## config.mk

```make
export PLATFORM = sky130hd
export DESIGN_NAME = cpu_fetch_flat
export DESIGN_NICKNAME = d
export VERILOG_FILES = /design/src/rtl/cpu_pkg.sv /design/src/rtl/cpu_fetch_if.sv /design/src/rtl/cpu_fetch_nextpc.sv /design/src/rtl/cpu_fetch.sv /design/src/flat_wrapper.sv
export SDC_FILE = /design/constraint.sdc
export NUM_CORES = 1
export LEC_CHECK = 0
export CAP_MARGIN = 20
export CELL_PAD_IN_SITES_DETAIL_PLACEMENT = 0
export CELL_PAD_IN_SITES_GLOBAL_PLACEMENT = 2
export CORE_MARGIN = 2
export CORE_UTILIZATION = 35
export CTS_CLUSTER_SIZE = 40
export DETAILED_ROUTE_END_ITERATION = 10
export PLACE_DENSITY = 0.95
export SKIP_LAST_GASP = 1
export SYNTH_ARGS = -nofsm -noshare
export SYNTH_HDL_FRONTEND = slang
export SYNTH_SLANG_ARGS = --single-unit
```

## constraint.sdc

```tcl
create_clock -name clk -period 5.7 [get_ports clk]
set_clock_uncertainty 0.05 [all_clocks]
set_input_delay 0.57 -clock clk [delete_from_list [all_inputs] [get_ports clk]]
set_output_delay 0.57 -clock clk [all_outputs]
set_load 0.02 [all_outputs]
```

## src/rtl/cpu_pkg.sv

```systemverilog
// Shared types and opcode constants for the LEGv8 fetch unit and its decoder.
// Opcodes are full-width words compared under their field masks.
package cpu_pkg;

  localparam int INST_W = 32;

  localparam logic [INST_W-1:0] OP_HALT   = 32'hFFE0_0000;
  localparam logic [INST_W-1:0] MASK_HALT = 32'hFFE0_0000;
  localparam logic [INST_W-1:0] OP_B      = 32'h1400_0000;
  localparam logic [INST_W-1:0] MASK_B    = 32'hFC00_0000;
  localparam logic [INST_W-1:0] OP_CBZ    = 32'hB400_0000;
  localparam logic [INST_W-1:0] OP_CBNZ   = 32'hB500_0000;
  localparam logic [INST_W-1:0] MASK_CB   = 32'hFF00_0000;

  typedef enum logic [2:0] {
    ST_REQ      = 3'd0,
    ST_WAIT_MEM = 3'd1,
    ST_ISSUE    = 3'd2,
    ST_WAIT_BR  = 3'd3,
    ST_HALT     = 3'd4
  } fetch_state_e;

  typedef enum logic [1:0] {
    CLS_SEQ  = 2'd0,
    CLS_B    = 2'd1,
    CLS_CB   = 2'd2,
    CLS_HALT = 2'd3
  } inst_class_e;

  function automatic inst_class_e classify(input logic [INST_W-1:0] inst);
    if ((inst & MASK_HALT) == OP_HALT) begin
      return CLS_HALT;
    end else if ((inst & MASK_B) == OP_B) begin
      return CLS_B;
    end else if (((inst & MASK_CB) == OP_CBZ) || ((inst & MASK_CB) == OP_CBNZ)) begin
      return CLS_CB;
    end else begin
      return CLS_SEQ;
    end
  endfunction

endpackage

```

## src/rtl/cpu_fetch_if.sv

```systemverilog
// Fetch-side bus bundle: instruction memory request/response, decode
// valid/ready handoff, and the branch resolution return path from execute.
interface cpu_fetch_if #(
  parameter int PC_W = 64
);

  logic            imem_req;
  logic [PC_W-1:0] imem_addr;
  logic            imem_valid;
  logic [31:0]     imem_rdata;
  logic            dec_valid;
  logic            dec_ready;
  logic [31:0]     dec_inst;
  logic [PC_W-1:0] dec_pc;
  logic            br_valid;
  logic            br_taken;

  modport master (
    output imem_req, imem_addr, dec_valid, dec_inst, dec_pc,
    input  imem_valid, imem_rdata, dec_ready, br_valid, br_taken
  );

  modport slave (
    input  imem_req, imem_addr, dec_valid, dec_inst, dec_pc,
    output imem_valid, imem_rdata, dec_ready, br_valid, br_taken
  );

endinterface

```

## src/rtl/cpu_fetch_nextpc.sv

```systemverilog
// Next-PC selection: sequential, B target, or CBZ/CBNZ taken/not-taken target.
// All adds wrap modulo 2^PC_W; offsets are word offsets sign-extended first.
module cpu_fetch_nextpc
  import cpu_pkg::*;
#(
  parameter int PC_W = 64
) (
  input  logic [PC_W-1:0]   pc,
  input  logic [INST_W-1:0] inst,
  input  inst_class_e       cls,
  input  logic              br_taken,
  output logic [PC_W-1:0]   next_pc
);

  localparam logic [PC_W-1:0] PC_STEP = {{(PC_W-3){1'b0}}, 3'b100};

  logic [PC_W-1:0] off_b_s;
  logic [PC_W-1:0] off_cb_s;
  logic [PC_W-1:0] seq_pc_s;
  logic            unused_inst_bits;

  assign off_b_s  = {{(PC_W-28){inst[25]}}, inst[25:0], 2'b00};
  assign off_cb_s = {{(PC_W-21){inst[23]}}, inst[23:5], 2'b00};
  assign seq_pc_s = pc + PC_STEP;
  assign unused_inst_bits = ^{inst[31:26], inst[4:0]};

  // Target mux keyed by the class of the word being retired.
  always_comb begin
    next_pc = seq_pc_s;
    case (cls)
      CLS_B: begin
        next_pc = pc + off_b_s;
      end
      CLS_CB: begin
        if (br_taken) begin
          next_pc = pc + off_cb_s;
        end else begin
          next_pc = seq_pc_s;
        end
      end
      default: begin
        next_pc = seq_pc_s;
      end
    endcase
  end

endmodule

```

## src/rtl/cpu_fetch.sv

```systemverilog
// LEGv8 instruction fetch/sequencing unit: one outstanding fetch, local B
// resolution, stall on CBZ/CBNZ, terminal HALT. CPU_FETCH_CNT_EN adds inst_count.
module cpu_fetch
  import cpu_pkg::*;
#(
  parameter int              PC_W     = 64,
  parameter logic [PC_W-1:0] RESET_PC = {PC_W{1'b0}}
) (
  input  logic        clk,
  input  logic        rst,
  cpu_fetch_if.master bus,
  output logic        halted
`ifdef CPU_FETCH_CNT_EN
  ,
  output logic [31:0] inst_count
`endif
);

  fetch_state_e      state_r;
  fetch_state_e      state_next_s;
  logic [PC_W-1:0]   pc_r;
  logic [PC_W-1:0]   next_pc_s;
  logic [INST_W-1:0] inst_r;
  logic              req_r;
  logic              dec_valid_r;
  logic              halted_r;
  logic              dec_fire_s;
  logic              pc_load_s;
  logic              inst_load_s;
  inst_class_e       cls_s;

  assign dec_fire_s = dec_valid_r && bus.dec_ready;
  assign cls_s      = classify(inst_r);

  cpu_fetch_nextpc #(
    .PC_W(PC_W)
  ) u_nextpc (
    .pc      (pc_r),
    .inst    (inst_r),
    .cls     (cls_s),
    .br_taken(bus.br_taken),
    .next_pc (next_pc_s)
  );

  // Next-state and register-load decisions.
  always_comb begin
    state_next_s = state_r;
    pc_load_s    = 1'b0;
    inst_load_s  = 1'b0;
    case (state_r)
      ST_REQ: begin
        state_next_s = ST_WAIT_MEM;
      end
      ST_WAIT_MEM: begin
        if (bus.imem_valid) begin
          inst_load_s  = 1'b1;
          state_next_s = ST_ISSUE;
        end else begin
          state_next_s = ST_WAIT_MEM;
        end
      end
      ST_ISSUE: begin
        if (dec_fire_s) begin
          case (cls_s)
            CLS_HALT: state_next_s = ST_HALT;
            CLS_CB:   state_next_s = ST_WAIT_BR;
            default: begin
              pc_load_s    = 1'b1;
              state_next_s = ST_REQ;
            end
          endcase
        end else begin
          state_next_s = ST_ISSUE;
        end
      end
      ST_WAIT_BR: begin
        if (bus.br_valid) begin
          pc_load_s    = 1'b1;
          state_next_s = ST_REQ;
        end else begin
          state_next_s = ST_WAIT_BR;
        end
      end
      ST_HALT: begin
        state_next_s = ST_HALT;
      end
      default: begin
        state_next_s = ST_REQ;
      end
    endcase
  end

  // State register.
  always_ff @(posedge clk or posedge rst) begin
    if (rst) begin
      state_r <= ST_REQ;
    end else begin
      state_r <= state_next_s;
    end
  end

  // PC, instruction register and Moore outputs. The request strobe is the
  // registered image of the REQ state, so it is high for the one cycle after it.
  always_ff @(posedge clk or posedge rst) begin
    if (rst) begin
      pc_r        <= RESET_PC;
      inst_r      <= {INST_W{1'b0}};
      req_r       <= 1'b0;
      dec_valid_r <= 1'b0;
      halted_r    <= 1'b0;
    end else begin
      if (pc_load_s) begin
        pc_r <= next_pc_s;
      end
      if (inst_load_s) begin
        inst_r <= bus.imem_rdata;
      end
      req_r       <= (state_r == ST_REQ);
      dec_valid_r <= (state_next_s == ST_ISSUE);
      halted_r    <= (state_next_s == ST_HALT);
    end
  end

  assign bus.imem_req  = req_r;
  assign bus.imem_addr = pc_r;
  assign bus.dec_valid = dec_valid_r;
  assign bus.dec_inst  = inst_r;
  assign bus.dec_pc    = pc_r;
  assign halted        = halted_r;

`ifdef CPU_FETCH_CNT_EN
  logic [31:0] count_r;

  // Issued-instruction counter, HALT word included; wraps naturally.
  always_ff @(posedge clk or posedge rst) begin
    if (rst) begin
      count_r <= 32'd0;
    end else if (dec_fire_s) begin
      count_r <= count_r + 32'd1;
    end
  end

  assign inst_count = count_r;
`endif

endmodule

```

## src/flat_wrapper.sv

```systemverilog
// flat-port wrapper written by rule: the top's interface ports become plain ports
module cpu_fetch_flat import cpu_pkg::*;
#(
  parameter int              PC_W     = 64,
  parameter logic [PC_W-1:0] RESET_PC = {PC_W{1'b0}}
)
  (clk, rst, halted, bus_imem_req, bus_imem_addr, bus_dec_valid, bus_dec_inst, bus_dec_pc, bus_imem_valid, bus_imem_rdata, bus_dec_ready, bus_br_valid, bus_br_taken);
  cpu_fetch_if #(.PC_W(PC_W)) bus_i ();
  input  logic clk;
  input  logic rst;
  output logic halted;
  output wire logic [$bits(bus_i.imem_req)-1:0] bus_imem_req;
  output wire logic [$bits(bus_i.imem_addr)-1:0] bus_imem_addr;
  output wire logic [$bits(bus_i.dec_valid)-1:0] bus_dec_valid;
  output wire logic [$bits(bus_i.dec_inst)-1:0] bus_dec_inst;
  output wire logic [$bits(bus_i.dec_pc)-1:0] bus_dec_pc;
  input wire logic [$bits(bus_i.imem_valid)-1:0] bus_imem_valid;
  input wire logic [$bits(bus_i.imem_rdata)-1:0] bus_imem_rdata;
  input wire logic [$bits(bus_i.dec_ready)-1:0] bus_dec_ready;
  input wire logic [$bits(bus_i.br_valid)-1:0] bus_br_valid;
  input wire logic [$bits(bus_i.br_taken)-1:0] bus_br_taken;
  assign bus_imem_req = bus_i.imem_req;
  assign bus_imem_addr = bus_i.imem_addr;
  assign bus_dec_valid = bus_i.dec_valid;
  assign bus_dec_inst = bus_i.dec_inst;
  assign bus_dec_pc = bus_i.dec_pc;
  assign bus_i.imem_valid = bus_imem_valid;
  assign bus_i.imem_rdata = bus_imem_rdata;
  assign bus_i.dec_ready = bus_dec_ready;
  assign bus_i.br_valid = bus_br_valid;
  assign bus_i.br_taken = bus_br_taken;
  cpu_fetch #(.PC_W(PC_W), .RESET_PC(RESET_PC)) u_core (.clk(clk), .rst(rst), .bus(bus_i), .halted(halted));
endmodule
```

# Word-level counts from Yosys, hierarchy flattened
# Cells that the tools add are included.
# classes
n_addsub	3
eq_ne	13
mux	16
n_reduce_logical	4
# ops
op	count
adder 64 bit	2
one-hot mux 64 bit (2 select lines)	1
adder 64 x 3 -> 64 bit, second input constant	1
two-way mux 64 bit	1
equality test 8 bit, second input constant	2
one-hot mux 3 bit (5 select lines)	1
equality test 11 bit, second input constant	1
two-way mux 2 bit	5
equality test 3 x 2 -> 1 bit, second input constant	3
equality test 3 bit, second input constant	2
equality test 6 x 3 -> 1 bit, second input constant	1
one-hot mux 3 bit (2 select lines)	1
two-way mux 1 bit	5
equality test 2 bit, second input constant	2
equality test 3 x 1 -> 1 bit, second input constant	1
logical NOT 3 bit	1
two-way mux 3 bit	1
equality test 2 x 1 -> 1 bit, second input constant	1
one-hot mux 1 bit (2 select lines)	1
OR reduction 2 bit	1
logical AND 1 bit	1
logical OR 1 bit	1
# totals
register_bits	102
in_bits	38
out_inout_bits	163
elab_cells	42

# Logic depth before layout (Yosys ltp)
# depth
depth_word	10
mapped_depth	14
mapped_depth_nobuf	14

# Cells and area by module
# Synthesis repeated with hierarchy kept, for this count alone.
# unflattened
cells_unflattened	1689
hier_area_um2	13528.0
# by_module_without_submodules
module	instances	cells_each	area_per_inst_um2	seq_area_each_um2
cpu_fetch_nextpc	1	1382	9102.5	0.0
cpu_fetch	1	307	4425.5	2552.4

# Least setup slack after synthesis
# Ideal clock, no wire load.
# synth_path
path_type	register -> register
startpoint	reg u_core.inst_r[23], in the netlist u_core.bus.dec_inst[23]
endpoint	reg u_core.pc_r[59], in the netlist u_core.bus.dec_pc[59]
setup_ns	0.126
arrival_ns	3.612
required_ns	5.524
setup_slack_ns	1.912
path_stages_with_launch	14
n_path_buf	1
synth_period_minus_slack_ns	3.788
path_cell_list	dfrtp_1 ha_1 clkbuf_1 a21o_1 a21o_1 a21o_1 a211oi_1 nand2_1 o211ai_1 a211oi_2 o21ai_1 xor2_1 nor2_1 o32a_1
# synth_via
elab_chain_len	7
word_cells_on_any_way	13
classes_between	add/sub (2); eq/ne (4); mux (6); reduce/logical (1)
# synth_rtl
item	line	source
start, declared	cpu_fetch.sv:23	logic [INST_W-1:0] inst_r;
start signal, assigned	cpu_fetch.sv:107	inst_r <= {INST_W{1'b0}};
start signal, assigned	cpu_fetch.sv:116	inst_r <= bus.imem_rdata;
branches (longest 7 deep; another with adder 64 bit)	--	
end signal, assigned	cpu_fetch.sv:113	pc_r <= next_pc_s;
end, declared	cpu_fetch.sv:21	logic [PC_W-1:0] pc_r;
# Parallel ways; which one is timed is not known.
# A chain may end at the register's enable or synchronous reset.

# Worst setup path in the final report
# layout_path
startpoint	reg u_core.pc_r[2], in the netlist u_core.bus.dec_pc[2]
endpoint	reg u_core.pc_r[62], in the netlist u_core.bus.dec_pc[62]
# layout_via
elab_chain_len	3
word_cells_on_any_way	5
classes_between	add/sub (3); mux (2)
# layout_rtl
item	line	source
adder 64 x 3 -> 64 bit or adder 64 bit (tied branches)	cpu_fetch_nextpc.sv:24, cpu_fetch_nextpc.sv:36	
two-way mux 64 bit	cpu_fetch_nextpc.sv:35	if (br_taken) begin
one-hot mux 64 bit (2 select lines) *	cpu_fetch_nextpc.sv:30	case (cls)
# Mark *: on every way between the ends. The rest lies on a longest branch, timed or not.

==> summary.txt <==
Run status
  • Status: complete, no violations

STA
  • Part of the cycle the worst path needs: 0.736
  • Final hold slack: 0.471 ns
  • Unrepaired setup endpoints after global routing: false
  • Slew HR: 0.293
  • Final hold viol count: 0
  • Worst Slack Setup Final: 1.50 ns
  • Final setup viols: 0
  • Fin crit period: 4.20 ns
  • Fin Setup TNS: 0 ns
  • Least-Margin Pin Slew: 1.06 ns
  • Fmax achieved: 0.238 GHz
  • Slew Viols, Final: 0

Clock tree
  • Post-cts resize count: 0
  • CTS Sinks: 100
  • Setup repair bufs after CTS: 0
  • # H-tree levels: 3
  • Clock slew seen by the registers of the worst setup and hold paths: 0.07 ns
  • Cts hold-fix bufs: 0
  • Skew-Pair Late Insertion Delay: 0.38 ns
  • Root Driver: clkbuf_16
  • Clock Path Buffers: 2
  • CTS tree: done
  • Num CTS Buffers: 9

Hold path
  • Hold Startpoint: u_core.state_r[0]$_DFF_PP0_
  • Worst min path class: reg -> reg
  • WHS Path Cells: 1
  • Hold EP: u_core.state_r[2]$_DFF_PP0_

Layout
  • Layout net count: 1,989
  • Fraction of layout cells with a size suffix above 1: 0.0552
  • N_diodes: 0
  • Area growth, synth to finish: 16.5%
  • Sequential cell area: 2500 µm²
  • Filler cells: 3,906
  • Multi-input logic area: 9820 µm²

Synth
  • Synthesized instance count: 1,746
  • XOR/XNOR share of the synthesized area: 0.0849
  • Ys flop type: dfrtp_1
  • Adder-Cell Fraction of Synth Area: 0.118
  • Register area share after synthesis: 0.188
  • EDFF count, synth: 0
  • Largest area contributor in the netlist: dfrtp_1
  • Synth cell types: 94
  • Largest family of logic cells by synthesized area: compound AO/OA/AOI/OAI gates
  • Async set or reset register ratio after synthesis: 1.00
  • Synthesized flop and latch total: 100
  • Synth Area in Simple Gates: 0.196
  • Ys Warns: 0
  • Post-synthesis mux area share: 0.0307
  • Netlist Area Pre-Place: 13,300 µm²
  • Synthesized area per cell: 7.62 µm²
  • Area contributors post-synth: dfrtp_1 19%, ha_1 11%, a21oi_1 7.0%
  • Compound-Gate Fraction of Synth Area: 0.306
  • Area share of the largest cell type after synthesis: 0.188

Worst setup path
  • Max stage delay cell, worst path: dfrtp_1
  • Reg2reg setup slack: 1.50 ns
  • Crit Path Class: reg -> reg
  • Worst Path Required: 5.91 ns
  • Critical Path Source: u_core.bus.dec_pc[2]$_DFFE_PP0P_
  • Crit-path max FO: 9
  • Crit-path cells: ha_1 > inv_1 > fa_1 > nor2b_1 > o211ai_2 > a31o_2 > a21oi_1 > a311o_1 > a31o_1 > nor2b_4 > a211o_1 > a221oi_2 > xor2_1 > o311ai_1
  • Endpoint class of the critical path: flip-flop
  • CP peak stage delay: 0.53 ns
  • Reg-to-Reg Start: u_core.bus.dec_pc[2]$_DFFE_PP0P_
  • Startpoint Class: flip-flop
  • Arrival @ worst endpoint: 4.41 ns
  • Worst Reg-to-Reg Cells: 14
  • Critical R2R Capture: u_core.bus.dec_pc[62]$_DFFE_PP0P_

Die
  • # rows: 71
  • Die X: 199 µm
  • Core Region: 37,600 µm²
  • # IOs: 201
  • Initial Utilization: 0.354
  • Die area: 39,600 µm²
  • Chip height: 199 µm

Power
  • Pwr dens: 602 nW/µm²
  • LEAKAGE: 6.38 nW
  • Pwr Total: 0.00932 W
  • Worst IR drop on VDD: 0.260 mV

Job
  • MaxCap Viol Count: 0

Detailed routing
  • Drt via density: 5.94
  • Drt first pass iters: 5
  • DR DRC count: 0
  • Iteration-0 DRC Markers: 1,235
  • Vias: 13,900
  • Final WL: 49.2 mm
  • Post-route ant nets: 0
  • WL/cell: 21.0 µm

Placed design
  • GPL Wtd Cong: 0.925
  • Final HPWL DP: 37.4 mm
  • Place WS: 1.59 ns
  • # port buffers: 196

Global routing
  • Largest net degree at the start of global routing: 61
  • Antenna violations before repair: 0
  • Global route overflow: 0
  • Vias in the first global route: 13,200
  • Total Routing Usage GR: 0.247
  • First-pass GRT wire length: 75.9 mm
==> power breakdown <==
part	internal (W)	switching (W)	leakage, nW	total, W
logic	0.00289	0.00435	5.01	0.00723
registers	0.000945	0.000525	1.25	0.00147
clock network	0.000304	0.000310	0.125	0.000614
total	0.00414	0.00518	6.38	0.00932
==> layer usage <==
metal,wire [µm],GRT usage
met3,3050,0.0275
met1,22400,0.338
met4,1280,0.0779
met5,0,0
met2,22500,0.406
==> critical path: cells and delay by family, from the launching register on <==
kind,cells,cell delay [ns]
flops,1,0.53
compound gates,8,2.24
simple gates,2,0.42
buf+inv,1,0.05
xor+xnor,1,0.15
fa+ha+maj,2,0.63
==> kinds of logic after synthesis <==
logic type,Yosys count
adders and majority gates,124
DFF,100
AOI/OAI and AO/OA,642
buffers and inverters,192
xor gates and xnor gates,129
muxes,37
other,1
and+or+nand+nor,521
==> placed cells by master (no fill, tap or decap), types with 26 or more instances in the layout <==
master,synthesis,final
a21o_1,63,63
a21oi_1,186,186
a31oi_1,31,31
and3_1,29,29
clkdlybuf4s50_1,0,196
dfrtp_1,100,100
ha_1,122,122
inv_1,45,44
mux2_2,30,30
nand2_1,162,161
nand3_1,45,45
nand4_1,48,48
nor2_1,114,113
nor3_1,35,34
o21ai_0,148,148
o22ai_1,26,26
xnor2_1,70,70
xor2_1,59,59
==> metrics by stage <==
step | instances | instance area, µm² | utilization
5_1_grt | 2341 | 15500 | 0.412
4_1_cts | 2341 | 15500 | 0.412
2_1_floorplan | 1749 | 13300 | -
3_5_place_dp | 2327 | 15200 | 0.405
6_report | 2341 | 15500 | 0.412
3_3_place_gp | 2327 | 15200 | 0.405
==> layout make-up <==
class	count	area share
clock buffer	12	0.0159
clock inverter	2	0.000808
inverter	45	0.0111
multi-input combinational	1457	0.634
sequential	100	0.162
tap	511	0.0413
timing repair buffer	214	0.135
==> synthesized netlist by cell type, types with 13 or more instances <==
cell type,n
xnor2_1,70
o21ai_0,148
nand2_1,162
o211ai_1,13
buf_4,70
a31oi_1,31
nor2b_1,16
xor2_1,59
dfrtp_1,100
ha_1,122
buf_2,16
and3_1,29
o21bai_1,23
mux2_2,30
a211oi_1,19
nand4_1,48
nor2_1,114
nor3_1,35
nand3_1,45
inv_1,45
o22ai_1,26
a21o_1,63
a21oi_1,186
clkbuf_1,55
==> how the worst max path moves through the flow <==
| stage | endpoint | slack [ns] | depth (start not counted) |
|---|---|---|---|
| after floorplan | u_core.bus.dec_pc[59]$_DFFE_PP0P_ | 1.91 | 13 |
| after global placement | u_core.bus.dec_pc[60]$_DFFE_PP0P_ | 1.68 | 14 |
| after detailed placement | u_core.bus.dec_pc[62]$_DFFE_PP0P_ | 1.59 | 14 |
| after CTS | u_core.bus.dec_pc[62]$_DFFE_PP0P_ | 1.57 | 14 |
| after global routing | u_core.bus.dec_pc[60]$_DFFE_PP0P_ | 1.35 | 14 |
| final | u_core.bus.dec_pc[62]$_DFFE_PP0P_ | 1.50 | 14 |
==> registers in the layout, summed over array words and instances, names as in the netlist <==
register and flops:
u_core.state_r 3, u_core.halted 1, u_core.bus.dec_inst 32, u_core.bus.dec_pc 62
u_core.bus.dec_valid 1, u_core.bus.imem_req 1
No activity file was read; power rests on OpenSTA's default activity.
